[src/rtl/sd_spi_card_emu.sv]
// sd_spi_card_emu: SPI-mode SD card responder driving a byte-wide backing memory
module sd_spi_card_emu #(
  parameter int NCR_BYTES   = 1,
  parameter int ACMD41_BUSY = 2,
  parameter int READ_GAP    = 2,
  parameter int BUSY_BYTES  = 4
) (
  input  logic        clk_25MHz,
  input  logic        reset,
  input  logic        cs,
  input  logic        sclk,
  input  logic        mosi,
  output logic        miso,
  output logic [31:0] mem_addr,
  output logic        mem_rd_en,
  input  logic [7:0]  mem_rd_data,
  output logic        mem_wr_en,
  output logic [7:0]  mem_wr_data,
  output logic        initialized,
  output logic [3:0]  status
);
  typedef enum logic [3:0] {
    HUNT, CMD_RX, RESP, RD_GAP, RD_TOKEN, RD_DATA, RD_CRC,
    WR_HUNT, WR_DATA, WR_CRC, WR_RESP, WR_BUSY
  } state_t;
  state_t      state_q, state_d;
  logic        sclk_q, rise, fall, tx_st, last;
  logic [5:0]  bit_q, bit_d;
  logic [9:0]  byte_q, byte_d;
  logic [44:0] sh_q, sh_d;
  logic [45:0] cmd;
  logic [6:0]  tx_q, tx_d;
  logic [7:0]  tx_byte, r1_q, r1_d, acnt_q, acnt_d, rd_q, wdat_q, wdat_d;
  logic        miso_q, miso_d, app_q, app_d, init_q, init_d;
  logic        rd_en_q, rd_en_d, wr_en_q, wr_en_d, rd_pend_q;
  logic [1:0]  mode_q, mode_d;
  logic [31:0] arg_q, arg_d, addr_q, addr_d;

  assign rise    = sclk & ~sclk_q;
  assign fall    = ~sclk & sclk_q;
  assign cmd     = {sh_q, mosi};
  assign last    = bit_q == 6'd7;
  assign tx_st   = state_q inside {RESP, RD_GAP, RD_TOKEN, RD_DATA, RD_CRC, WR_RESP, WR_BUSY};
  assign tx_byte = state_q == RESP     ? (byte_q < 10'(NCR_BYTES) ? 8'hFF : r1_q) :
                   state_q == RD_TOKEN ? 8'hFE :
                   state_q == RD_DATA  ? rd_q  :
                   state_q == WR_RESP  ? 8'h05 :
                   state_q == WR_BUSY  ? 8'h00 : 8'hFF;

  // next state: shift MISO on falling edges, sample MOSI on rising edges, cs overrides all
  always_comb begin
    state_d = state_q;
    bit_d   = bit_q;
    byte_d  = byte_q;
    sh_d    = sh_q;
    tx_d    = tx_q;
    miso_d  = miso_q;
    r1_d    = r1_q;
    mode_d  = mode_q;
    arg_d   = arg_q;
    app_d   = app_q;
    acnt_d  = acnt_q;
    init_d  = init_q;
    addr_d  = addr_q;
    wdat_d  = wdat_q;
    rd_en_d = 1'b0;
    wr_en_d = 1'b0;
    if (cs) begin
      state_d = HUNT;
      miso_d  = 1'b1;
      bit_d   = '0;
      byte_d  = '0;
    end else if (fall && tx_st) begin
      miso_d = bit_q == 6'd0 ? tx_byte[7] : tx_q[6];
      tx_d   = bit_q == 6'd0 ? tx_byte[6:0] : {tx_q[5:0], 1'b1};
      bit_d  = last ? 6'd0 : bit_q + 6'd1;
      byte_d = last ? byte_q + 10'd1 : byte_q;
      if (bit_q == 6'd0 && (state_q == RD_TOKEN || (state_q == RD_DATA && byte_q != 10'd511))) begin
        rd_en_d = 1'b1;
        addr_d  = arg_q + (state_q == RD_TOKEN ? 32'd0 : 32'(byte_q) + 32'd1);
      end
      if (last)
        case (state_q)
          RESP: if (byte_q == 10'(NCR_BYTES)) begin
            state_d = mode_q == 2'd1 ? RD_GAP : mode_q == 2'd2 ? WR_HUNT : HUNT;
            byte_d  = '0;
          end
          RD_GAP: if (byte_q == 10'(READ_GAP - 1)) begin
            state_d = RD_TOKEN;
            byte_d  = '0;
          end
          RD_TOKEN: begin
            state_d = RD_DATA;
            byte_d  = '0;
          end
          RD_DATA: if (byte_q == 10'd511) begin
            state_d = RD_CRC;
            byte_d  = '0;
          end
          RD_CRC: if (byte_q == 10'd1) state_d = HUNT;
          WR_RESP: begin
            state_d = WR_BUSY;
            byte_d  = '0;
          end
          WR_BUSY: if (byte_q == 10'(BUSY_BYTES - 1)) state_d = HUNT;
          default: ;
        endcase
    end else if (fall && (state_q == HUNT || state_q == WR_HUNT)) begin
      miso_d = 1'b1;
    end else if (rise) begin
      sh_d = cmd[44:0];
      case (state_q)
        HUNT: if (!mosi) begin
          state_d = CMD_RX;
          bit_d   = 6'd1;
        end
        CMD_RX: begin
          bit_d = bit_q + 6'd1;
          if (bit_q == 6'd47) begin
            state_d = RESP;
            bit_d   = '0;
            byte_d  = '0;
            arg_d   = cmd[39:8];
            app_d   = cmd[45:40] == 6'd55;
            mode_d  = 2'd0;
            r1_d    = {5'b0, 1'b1, 1'b0, ~init_q};
            if (cmd[45:40] == 6'd0) begin
              init_d = 1'b0;
              acnt_d = '0;
              r1_d   = 8'h01;
            end else if (cmd[45:40] == 6'd55) begin
              r1_d = {7'b0, ~init_q};
            end else if (cmd[45:40] == 6'd41 && app_q) begin
              acnt_d = acnt_q < 8'(ACMD41_BUSY) ? acnt_q + 8'd1 : acnt_q;
              init_d = acnt_q >= 8'(ACMD41_BUSY);
              r1_d   = acnt_q < 8'(ACMD41_BUSY) ? 8'h01 : 8'h00;
            end else if ((cmd[45:40] == 6'd17 || cmd[45:40] == 6'd24) && init_q) begin
              r1_d   = cmd[16:8] != 9'd0 ? 8'h40 : 8'h00;
              mode_d = cmd[16:8] != 9'd0 ? 2'd0 : cmd[45:40] == 6'd17 ? 2'd1 : 2'd2;
            end
          end
        end
        WR_HUNT: if (!mosi) begin
          state_d = WR_DATA;
          bit_d   = '0;
          byte_d  = '0;
        end
        WR_DATA, WR_CRC: begin
          bit_d = last ? 6'd0 : bit_q + 6'd1;
          if (last) begin
            byte_d = byte_q + 10'd1;
            if (state_q == WR_DATA) begin
              wr_en_d = 1'b1;
              wdat_d  = cmd[7:0];
              addr_d  = arg_q + 32'(byte_q);
            end
            if ((state_q == WR_DATA && byte_q == 10'd511) || (state_q == WR_CRC && byte_q == 10'd1)) begin
              state_d = state_q == WR_DATA ? WR_CRC : WR_RESP;
              byte_d  = '0;
            end
          end
        end
        default: ;
      endcase
    end
  end

  // state registers; read data is captured the cycle after the strobe reaches memory
  always_ff @(posedge clk_25MHz) begin
    sclk_q <= sclk;
    if (reset) begin
      state_q   <= HUNT;
      bit_q     <= '0;
      byte_q    <= '0;
      sh_q      <= '0;
      tx_q      <= '1;
      miso_q    <= 1'b1;
      r1_q      <= '0;
      mode_q    <= '0;
      arg_q     <= '0;
      app_q     <= 1'b0;
      acnt_q    <= '0;
      init_q    <= 1'b0;
      addr_q    <= '0;
      wdat_q    <= '0;
      rd_en_q   <= 1'b0;
      wr_en_q   <= 1'b0;
      rd_pend_q <= 1'b0;
      rd_q      <= '0;
    end else begin
      state_q   <= state_d;
      bit_q     <= bit_d;
      byte_q    <= byte_d;
      sh_q      <= sh_d;
      tx_q      <= tx_d;
      miso_q    <= miso_d;
      r1_q      <= r1_d;
      mode_q    <= mode_d;
      arg_q     <= arg_d;
      app_q     <= app_d;
      acnt_q    <= acnt_d;
      init_q    <= init_d;
      addr_q    <= addr_d;
      wdat_q    <= wdat_d;
      rd_en_q   <= rd_en_d;
      wr_en_q   <= wr_en_d;
      rd_pend_q <= rd_en_q;
      if (rd_pend_q) rd_q <= mem_rd_data;
    end
  end

  assign miso        = miso_q;
  assign mem_addr    = addr_q;
  assign mem_rd_en   = rd_en_q;
  assign mem_wr_en   = wr_en_q;
  assign mem_wr_data = wdat_q;
  assign initialized = init_q;
  assign status      = state_q;
endmodule

[config.mk]
export PLATFORM = sky130hd
export DESIGN_NAME = sd_spi_card_emu
export DESIGN_NICKNAME = d
export VERILOG_FILES = /design/src/rtl/sd_spi_card_emu.sv
export SDC_FILE = /design/constraint.sdc
export NUM_CORES = 1
export LEC_CHECK = 0
export CAP_MARGIN = 5
export CORE_MARGIN = 3
export CORE_UTILIZATION = 29
export CTS_CLUSTER_DIAMETER = 30
export CTS_CLUSTER_SIZE = 16
export DETAILED_ROUTE_END_ITERATION = 16
export HOLD_SLACK_MARGIN = 0.05
export PLACE_DENSITY = 0.51
export SLEW_MARGIN = 20
export SYNTH_ARGS = -nofsm -noshare
export SYNTH_HDL_FRONTEND = slang
export SYNTH_SLANG_ARGS = --single-unit
[constraint.sdc]
create_clock -name clk_25MHz -period 4.56 [get_ports clk_25MHz]
set_clock_uncertainty 0.05 [all_clocks]
set_input_delay 0.912 -clock clk_25MHz [delete_from_list [all_inputs] [get_ports clk_25MHz]]
set_output_delay 0.912 -clock clk_25MHz [all_outputs]
set_load 0.01 [all_outputs]
=== Word-level counts from Yosys, hierarchy flattened ===
Cells that the tools add are included.

* Div/mod/pow operators: 0
* Shift operators: 0
* Multipliers: 0
* Reduce and logical (&&, ||, !) cells: 42
* Mux-type cells: 79
* $lt $le $gt $ge: 3
* Bitwise logic cells: 11
* Equal/unequal tests: 39
* Add/subtract/negate cells: 6

{| class="wikitable"
|+ Operators by type and width
! operator !! count
|-
| two-way mux 32 bit || 7
|-
| two-way mux 10 bit || 11
|-
| two-way mux 8 bit || 10
|-
| one-hot mux 10 bit (3 select lines) || 2
|-
| two-way mux 4 bit || 14
|-
| two-way mux 6 bit || 7
|-
| two-way mux 7 bit || 6
|-
| adder 32 x 10 -> 32 bit || 1
|-
| adder 32 x 11 -> 32 bit || 1
|-
| one-hot mux 4 bit (7 select lines) || 1
|-
| one-hot mux 6 bit (4 select lines) || 1
|-
| == test 6 bit (second input constant) || 3
|-
| inequality test 3 bit (second input constant) || 6
|-
| == test 4 x 3 -> 1 bit (second input constant) || 4
|-
| == test 4 bit (second input constant) || 4
|-
| one-hot mux 4 bit (4 select lines) || 1
|-
| inequality test 3 x 2 -> 1 bit (second input constant) || 5
|-
| AND reduction 15 bit || 1
|-
| two-way mux 2 bit || 7
|-
| AND reduction 7 bit || 2
|-
| nonzero test 2 bit || 7
|-
| == test 6 x 5 -> 1 bit (second input constant) || 2
|-
| zero test 6 bit || 2
|-
| AND reduction 6 bit || 2
|-
| other kinds (39) || 73
|}

* Memory bits (writable): 0
* Memories kept: 0
* Output and inout port bits: 48
* Memory bits (read-only): 0
* Flip-flop bits (word level): 177
* Word-level logic and storage cells: 199
* Bits in latches: 0
* Input bits: 13

=== Logic depth before layout (Yosys ltp) ===
* Word-level depth: 9
* Mapped depth: 16
* Mapped depth without buffers: 13

=== Least setup slack after synthesis ===
OpenSTA, ideal clock, no wires.

* Path type: input to register
* From: input sclk
* To: register addr_q[18] (netlist: mem_addr[18])
* Stages: 16
* Data arrival time: 4.099 ns
* Library setup time: 0.132 ns
* Required time: 4.378 ns
* Setup slack: 0.279 ns
* Path buffers: 3
* Cells stage by stage: nand2b_1 clkbuf_1 a211oi_2 clkbuf_1 nand2_1 o21ai_0 ha_1 inv_1 fa_1 nand2b_1 a211o_1 a21o_1 clkbuf_1 and3_1 a2111oi_1 nor3_1

* Word-level cells in the longest chain between the ends: 5

{| class="wikitable"
|+ Ends and longest elaborated chain
! item !! RTL line !! RTL
|-
| start, declared || 11 || <nowiki>input logic sclk,</nowiki>
|-
| NOT 1 bit || 40 || <nowiki>assign fall = ~sclk & sclk_q;</nowiki>
|-
| bitwise AND 1 bit || 40 ||
|-
| logical AND 1 bit, on equally long branches || 73, 108 ||
|-
| inequality test 2 x 1 -> 1 bit (no line), or another cell as far along || -- ||
|-
| AND reduction 7 bit (no line) || -- ||
|-
| end signal, assigned || 203 || <nowiki>addr_q <= addr_d;</nowiki>
|-
| end, declared || 37 || <nowiki>logic [31:0] arg_q, arg_d, addr_q, addr_d;</nowiki>
|}

Parallel ways exist; a longest one is shown, timed or not.
A chain may end at the register's enable or synchronous reset.

=== Final worst setup path ===
Same ends and word-level chain as after synthesis.

==> metrics list <==
* Source of the worst register-to-register timing path: status[1]
* RSZ-0062 raised after global routing: no
- Setup repair bufs after CTS: 0
* First-pass GRT wire length: 38400 um
- Share of layout cells above drive strength 1: 0.0888
* FFs w/ async S/R, synth: 0
- Dividing total power by cell area gives a power density of 304 nW/um^2.
- IR Drop Worst-Case VDD: 230 uV
- Counting flops with a built-in enable in the synthesized netlist gives 0.
- Dominant cells by area after synthesis: sky130_fd_sc_hd__dfxtp_1 (41%), sky130_fd_sc_hd__nand2_1 (10%), sky130_fd_sc_hd__a21oi_1 (7.6%)
- Number of flip-flops and latches in the synthesized netlist: 172
- The final count of hold timing violations is 0.
- Tot GR Track Use: 0.149
* Post-route DRC violation count: 0
- Worst Hold Margin: 0.405 ns
* Cell taking the most area after synthesis: sky130_fd_sc_hd__dfxtp_1
- Routed signal wires occupy layers up through met4.
- Post-CTS repair changed the size of 0 cells.
* Clock latency reported for the late side of the worst-skew pair: 0.44 ns
* Clock Tree Buf Depth: 2
- Final Cycle Share: 0.886
- Across the run, the number of max-cap violations was 0.
- Die W: 177 um
- STA puts the critical path data required time at 4.79 ns.
* Proportion of netlist area held by the largest area contributor: 0.405
- ANT cells: 0
* Port Buf Inserts: 60
* Clock tree from TritonCTS: built
- The detailed router placed 7714 vias in this run.
* DRT iter0 DRCs: 464
* Routability congestion estimate from global placement: 0.860
- Routed metal-1 wire length: around 12000 um
- Final net count: about 1200
- Met2 Wirelength: 9780 um
- The detail route stage leaves a number of antenna-violating nets equal to 0.
* Vias per Instance: 5.03
- Averaged over all synthesized cells, the footprint is 7.86 um^2.
- Filler Cell Count: ~3000
- The HPWL after detailed placement is 16200 um.
- Post-layout min period: 4.04 ns
- STA classifies the critical path startpoint as an input port.
* Leakage: 3.45 nW
* Maximum number of pins on one net before global-route repair: 95
- The endpoint identified for the worst register-to-register timing path is mem_addr[18].
- Reg2reg path depth: 15
- Data on the critical path arrives at its endpoint at 4.27 ns.
- During I/O placement, the number of pins put on the boundary was 61.
- Clock-pin slew was measured on the worst setup and hold paths at 0.07 ns.
- Setup violations remaining at the end of the flow were counted as 0.
- Via count of the first global-routing pass: 7197
- For flop-to-flop paths, the worst setup slack is 0.84 ns.
- Maximum fanout along the worst path: 10
- Yosys printed 0 warnings.
- The initial antenna violation count is 0.
- Total Die Area: 31400 um^2
- In the final routed layout, each cell accounts on average for 15.0 um.
* Initial Utilization: 0.295
* Number of buffers inserted during clock tree synthesis: 17
- Post-Syn Nets: 1114
- Counting instances, the worst hold path has a depth of 2.
- Sum of negative setup slack: 0 ns
* Sequential element share of the synthesized area: 0.405
- The synthesized netlist contains slightly below 80 unique library cells.
- For this design, the CTS-stage hold fixing added 0 buffers.
- Summed over all nets, wire length on met3 after detailed routing comes to just over 900 um.
- The worst setup path is of the in2reg kind.
- Number of placement rows: 62
* Total core area: 28800 um^2
- H-Tree Level Count: 4
- The worst hold path terminates at app_q.
* Grt ovf: 0
- Compared with the post-synthesis result, the final layout area differs by 20.7%.
- The final number of max-transition violations is 0.
* Highest achievable clock rate: 248 MHz
- Worst-margin pin slew: 1.00 ns
* Die boundary height: 177 um
- The clock net in this run drives a total of between 150 and 200 sinks.
- Largest stage delay on the critical path: 0.41 ns
- For this run, the leading register cell type out of synthesis is sky130_fd_sc_hd__dfxtp_1.
- Synthesis produced 1081 cells.
* Worst setup EP type: register
- Crit-path slowest cell: sky130_fd_sc_hd__clkdlybuf4s50_1
- Routed Wire Length: 23000 um
- The run finished with clean final reports.
* Root buf cell: sky130_fd_sc_hd__clkbuf_16
- Hold Path Class: reg2reg
- Slew margin rel.: 0.330
- Traced cell by cell, the critical path runs through clkdlybuf4s50_1 > nand2b_1 > buf_4 > a211o_1 > o21ai_0 > inv_1 > fa_1 > nand2b_1 > a211o_1 > a21o_1 > and3_1 > a2111oi_1 > nor3_1.
- Hold path startpoint: app_q
* Mapped cell area: 8500 um^2
- The pre-antenna-repair detailed-routing pass consisted of 5 iterations.
sequential cells by signal, summed over array words and instances, names as in the netlist, 7 cells and up, named ones only:
name and flops:
acnt_q 8, mem_addr 32, tx_q 7, byte_q 9, mem_wr_data 8, arg_q 32
sh_q 45, rd_q 8
through the flow:
step	setup slack [ns]	instance area, um^2	utilization	instances	total power, mW
5_1_grt	0.216	10300	0.357	1533	3.23
6_report	0.522	10300	0.357	1533	3.13
2_1_floorplan	0.279	8500	-	1081	1.59
4_1_cts	0.507	10300	0.357	1533	3.17
3_3_place_gp	0.0573	9630	0.335	1501	1.62
3_5_place_dp	0.0593	9640	0.335	1501	1.62
critical path: cells and delay by family:
kind	cells	cell delay [ns]
adders and majority gates	1	0.41
AOI/OAI and AO/OA	5	1.59
buffers and inverters	3	0.69
and+or+nand+nor	4	0.64
cells in the mapped netlist (4+ instances only):
cell type                  number
sky130_fd_sc_hd__nand2_1      232
sky130_fd_sc_hd__dfxtp_1      172
sky130_fd_sc_hd__a21oi_1      129
sky130_fd_sc_hd__nor2_1        81
sky130_fd_sc_hd__clkbuf_1      49
sky130_fd_sc_hd__o21ai_0       40
sky130_fd_sc_hd__nand3_1       39
sky130_fd_sc_hd__a211oi_1      30
sky130_fd_sc_hd__mux2i_1       28
sky130_fd_sc_hd__ha_1          19
sky130_fd_sc_hd__inv_1         19
sky130_fd_sc_hd__xnor2_1       18
sky130_fd_sc_hd__nor4_1        14
sky130_fd_sc_hd__nor3_1        13
sky130_fd_sc_hd__a31oi_1       12
sky130_fd_sc_hd__buf_2         12
sky130_fd_sc_hd__a211o_1       11
sky130_fd_sc_hd__and3_1        11
sky130_fd_sc_hd__o31ai_1       11
sky130_fd_sc_hd__nand4_1        9
sky130_fd_sc_hd__a21o_1         7
sky130_fd_sc_hd__nand2b_1       7
sky130_fd_sc_hd__nor2b_1        7
sky130_fd_sc_hd__o21a_1         7
sky130_fd_sc_hd__and2_1         5
sky130_fd_sc_hd__o211ai_1       5
sky130_fd_sc_hd__a31o_2         4
sky130_fd_sc_hd__and4_1         4
sky130_fd_sc_hd__buf_1          4
sky130_fd_sc_hd__xor2_1         4
cell type report:
cell class / count / area [um^2] / share of cell area
Timing Repair Buffer: 108 / 958 / 0.0934
Inverter: 19 / 71.3 / 0.00695
Tap cell: 384 / 480 / 0.0468
Sequential cell: 172 / 3440 / 0.335
Clock inverter: 15 / 199 / 0.0194
Clock buffer: 17 / 425 / 0.0414
Multi-Input combinational cell: 818 / 4690 / 0.457
layout by cell type, fill, tap and decap left out, drive strengths merged, types with 5 or more instances in the layout:
| cell | count |
|---|---|
| ha | 19 |
| and3 | 11 |
| a31oi | 12 |
| nor3 | 14 |
| nand4 | 9 |
| a21oi | 130 |
| a2111oi | 5 |
| buf | 49 |
| a211o | 11 |
| o21ai | 43 |
| nand3 | 39 |
| nand2 | 232 |
| o21a | 7 |
| or2 | 5 |
| inv | 28 |
| nor2 | 81 |
| a21o | 7 |
| dfxtp | 172 |
| a211oi | 31 |
| clkdlybuf4s50 | 59 |
| o31ai | 11 |
| xnor2 | 18 |
| nand2b | 7 |
| o211ai | 5 |
| clkbuf | 17 |
| and2 | 6 |
| mux2i | 28 |
| nor2b | 7 |
| nor4 | 15 |
report_power, final:
part / switching [mW] / internal (mW) / total (mW)
Clock: 0.701 / 0.841 / 1.54
Combinational: 0.0563 / 0.0233 / 0.0796
Sequential: 0.00202 / 1.50 / 1.50
per-layer routing:
metal | GRT usage | vias to the layer above
li1 | - | 3941
met1 | 0.223 | 3594
met2 | 0.219 | 163
met3 | 0.0277 | 16
met4 | 0.0393 | 0
met5 | 0 | -
worst max path at each step:
stage	slack [ns]	endpoint	startpoint	cells past startpoint
after global routing	0.22	mem_addr[22]	sclk	13
final	0.52	mem_addr[18]	sclk	13
after CTS	0.51	mem_addr[23]	sclk	14
after floorplan	0.28	mem_addr[18]	sclk	16
after global placement	0.06	mem_addr[30]	sclk	13
after detailed placement	0.06	mem_addr[18]	sclk	13
cells by family after synthesis:
kind of cell / share of synthesized area
AOI/OAI and AO/OA: 0.221
adders and majority gates: 0.0303
and+or+nand+nor: 0.239
buffers and inverters: 0.0461
xor gates and xnor gates: 0.0227
muxes: 0.0356
DFF: 0.405
(Power assumes the default switching activity.)
